===== src/rtl/counter_seq_tx.sv =====
// Serial run-length transmitter: drives o_dat high for N enable ticks, then low
// for exactly one separator tick, with a valid/ready request handshake.
module counter_seq_tx #(
  parameter int unsigned WIDTH = 4
) (
  input  logic             clk,
  input  logic             i_rst,
  input  logic             i_sclr,
  input  logic             i_en,
  input  logic             i_valid,
  input  logic [WIDTH-1:0] i_cnt,
  output logic             o_ready,
  output logic             o_dat,
  output logic             o_busy,
  output logic             o_done
);

  typedef enum logic [1:0] {
    IDLE = 2'd0,
    RUN  = 2'd1,
    GAP  = 2'd2
  } state_t;

  state_t           state_q, state_d;
  logic [WIDTH-1:0] rem_q, rem_d;
  logic             done_q, done_d;

  // State register; async reset first, then synchronous clear
  always_ff @(posedge clk or posedge i_rst) begin
    if (i_rst) begin
      state_q <= IDLE;
      rem_q   <= '0;
      done_q  <= 1'b0;
    end else if (i_sclr) begin
      state_q <= IDLE;
      rem_q   <= '0;
      done_q  <= 1'b0;
    end else begin
      state_q <= state_d;
      rem_q   <= rem_d;
      done_q  <= done_d;
    end
  end

  // Next-state logic; an i_en coinciding with acceptance is not counted as a bit
  always_comb begin
    state_d = state_q;
    rem_d   = rem_q;
    done_d  = 1'b0;
    case (state_q)
      IDLE: begin
        if (i_valid) begin
          rem_d   = i_cnt;
          state_d = (i_cnt != '0) ? RUN : GAP;
        end
      end
      RUN: begin
        if (i_en) begin
          rem_d = rem_q - WIDTH'(1);
          if (rem_q == WIDTH'(1)) begin
            state_d = GAP;
          end
        end
      end
      GAP: begin
        if (i_en) begin
          state_d = IDLE;
          done_d  = 1'b1;
        end
      end
      default: begin
        state_d = IDLE;
        rem_d   = '0;
      end
    endcase
  end

  // Status lines decode straight from the state register
  assign o_ready = (state_q == IDLE);
  assign o_busy  = (state_q != IDLE);
  assign o_dat   = (state_q == RUN);
  assign o_done  = done_q;

endmodule


===== config.mk =====
export PLATFORM = sky130hd
export DESIGN_NAME = counter_seq_tx
export DESIGN_NICKNAME = d
export VERILOG_FILES = /design/src/rtl/counter_seq_tx.sv
export SDC_FILE = /design/constraint.sdc
export NUM_CORES = 1
export LEC_CHECK = 0
export ABC_AREA = 1
export BUFFER_PORTS_ARGS = -buffer_cell sky130_fd_sc_hd__buf_2
export CORE_AREA = 3 3 40 42
export DETAILED_ROUTE_END_ITERATION = 6
export DIE_AREA = 0 0 43 45
export PLACE_DENSITY = 0.68
export SYNTH_ARGS = -nofsm -noshare
export SYNTH_HDL_FRONTEND = slang
export SYNTH_SLANG_ARGS = --single-unit

===== constraint.sdc =====
create_clock -name clk -period 1.2 [get_ports clk]
set_input_delay 0.18 -clock clk [delete_from_list [all_inputs] [get_ports clk]]
set_output_delay 0.18 -clock clk [all_outputs]
set_load 0.1 [all_outputs]

==> impl_results.md <==
* Status: complete, but fails checks
* Violated checks: setup timing
* Initial antenna violation count at 0
* Max Cap Viol at 0
* Layout cells sized above 1 at 41.6%
* Via count at 554
* Die X at 43 µm
* Worst Tran Pin Value at 0.276 ns
* Count of different cell masters after synthesis at 16
* Sequential share of the synthesized area at 34.1%
* Fin crit period at 1.30 ns
* Die area at 1940 µm²
* Ranking of synthesized cells by area: dfrtp_1 34%, nand2_1 20%, nand3_1 7.8%, inv_1 7.3%, ha_1 4.9%
* Num rows at 13
* Chip Height at 45 µm
* Clock-pin slew on the worst setup and hold paths at 0.05 ns
* GPL Wtd Cong at 0.806
* Yosys warns at 0
* Slew headroom at 81.6%
* Hold WC Path Type: in2reg
* Syn Nets at 87
* RSZ-0062 raised after global routing: true
* Vias/cell at 4.78
* Dpl hpwl at 919 µm
* Period utilization at 109%
* Worst-case reg-to-reg path depth at 6
* Clock Path Buffers at 2
* # IOs at 13
* Final Hold Viols at 0
* Reg-to-reg setup timing slack at -0.06 ns
* Total leakage power at 0.429 nW
* Synth Cell Area at 513 µm²
* Drt initial violations at 32
* Global route total overflow at 0
* Cell taking the most area after synthesis: dfrtp_1
* Post-route setup TNS at -0.393 ns
* First-pass GRT wire length at 2020 µm
* Buffers on Ports at 12
* Hold Path Stages at 3
* Reg-to-Reg End: state_q[0]$_DFFE_PP0P_
* Routed Wire Length at 1320 µm
* Per-cell routed wire length at 11.4 µm
* Starting Density at 39.9%
* CTS H-tree depth at 1
* Final WS setup at -0.104 ns
* Crit path DAT at 1.12 ns
* Clock sink total at 7
* # setup viols final at 7
* Flops & latches, synth at 7
* Post-synth top cells: 27 x nand2_1, 10 x inv_1, 8 x nand3_1
* Core box area at 1280 µm²
* Req. time, crit path at 1.02 ns
* Crit Reg-Reg Startpoint: state_q[1]$_DFFE_PP0P_
* Inst Count DP at 104
* Top_reg_cell synth: dfrtp_1
* Worst skew pair latency at 0.26 ns
* DR pass1 iterations at 4
* Cell Count, Final, Fillers Out at 116
* Cells after Synth at 76
* Syn Area/Cell at 6.75 µm²
* Post-synth EDFFs at 0
* Area delta synth->final at 53.7%
* N_diodes at 0
* Post-synth ARST share at 100%
* Hold EP: o_done$_DFF_PP0_
* Maximum vdd drop at 0.000999 V
* Max Fclk at 0.767 GHz
* Area share of the largest cell type after synthesis at 34.1%
* Worst setup EP type: output pin
* CTS buffer count at 3
* Largest net degree at the start of global routing at 8
* Root Buffer: clkbuf_4
* Worst Clk Skew at 0.00941 ns
* Vias in the first global route at 503
* Total GRT Usage at 14.0%
* Hold path start: i_en
* Top-count cell post-synth: nand2_1
* Routed Antenna Nets at 0
* Place WS at 0.0246 ns
* Fin nets at 113
* Slew Viols, Final at 0
* Critical Path Fanout Max at 3
* Residual DRC count at 0
* Critical path class: reg2out
* PwrDens at 2830 nW/µm²
* Crit start category: flip-flop
* CTS tree: yes
## worst max-delay path: stages (launching register included)
cell	delay, ns
dfrtp_2	0.46
nor2_4	0.21
buf_12	0.21
## repair_timing
| action | 4_1_cts | 5_1_grt |
|---|---|---|
| hold buffers | 1 | 0 |
| resized for setup | 2 | 5 |
| gates cloned | 0 | 0 |
| endpoints found under the setup margin | 3 | 9 |
| pin swaps | 3 | 3 |
| buffers inserted | 5 | 2 |
| endpoints found under the hold margin | 7 | 0 |
## report_power, final
group	leakage [nW]	internal, mW	total [mW]	switching [mW]
Sequential	0.0898	0.329	0.438	0.109
Clock	0.0150	0.127	0.220	0.0929
Combinational	0.324	0.600	1.57	0.972
Total	0.429	1.06	2.23	1.17
## worst max-delay path by stage
stage                                       from                   end  slack [ns]  depth (start not counted)
final                     state_q[1]$_DFFE_PP0P_               o_ready       -0.10                          2
after global routing      state_q[1]$_DFFE_PP0P_               o_ready       -0.13                          2
after floorplan           state_q[1]$_DFFE_PP0P_  rem_q[2]$_DFFE_PP0P_       -0.37                          5
after global placement    state_q[1]$_DFFE_PP0P_  rem_q[3]$_DFFE_PP0P_        0.04                          6
after detailed placement  state_q[1]$_DFFE_PP0P_  rem_q[3]$_DFFE_PP0P_        0.02                          6
after CTS                 state_q[1]$_DFFE_PP0P_               o_ready       -0.13                          2
## cells by family after synthesis
kind of cell | share of synthesized area [%]
compound gates | 4.88
simple gates | 46.6
flops | 34.1
fa+ha+maj | 4.88
buf+inv | 9.51
## metal layers
layer	vias up	share of wire (%)	track usage, %
met5	-	0	0
met4	0	2.6	9.04
met3	4	9.9	2.39
met2	25	48	22.8
met1	241	39	17.2
li1	284	-	-
## layout by cell type (no fill, tap or decap), types with 2 or more instances in the layout
cell      synthesis  routed
nand2_1          27      26
inv_1            10       8
buf_2             0       8
buf_4             0       8
nand3_1           8       6
dfrtp_1           7       5
nor2_4            2       4
nor2_1            4       4
buf_12            0       4
inv_2             2       3
o21ai_1           2       3
nand2_2           2       3
clkbuf_4          0       3
nand2_4           2       2
nand3_2           0       2
nand4_1           2       2
ha_1              2       2
dfrtp_2           0       2
## cell type report
class	instances	area, µm²
clock buffers	4	26.3
repair buffers	21	190
inverters	13	56.3
fillers	112	497
well taps	15	18.8
multi-input cells	56	319
flip-flops and latches	7	178
## through the flow
step	cell area, µm²	hold slack (ns)	total power, mW	utilization (%)
final	788	0.220	2.23	61.3
after global routing	788	0.252	2.38	61.3
after floorplan	532	-0.0167	1.41	-
after detailed placement	678	0.127	1.84	52.8
after global placement	678	0.123	1.82	52.8
after CTS	762	0.189	2.18	59.3
## registers in the layout (all words and copies together) (netlist names)
register  count
rem_q         4
state_q       2
o_done        1
Note: power is estimated with default switching activity, not from simulation.
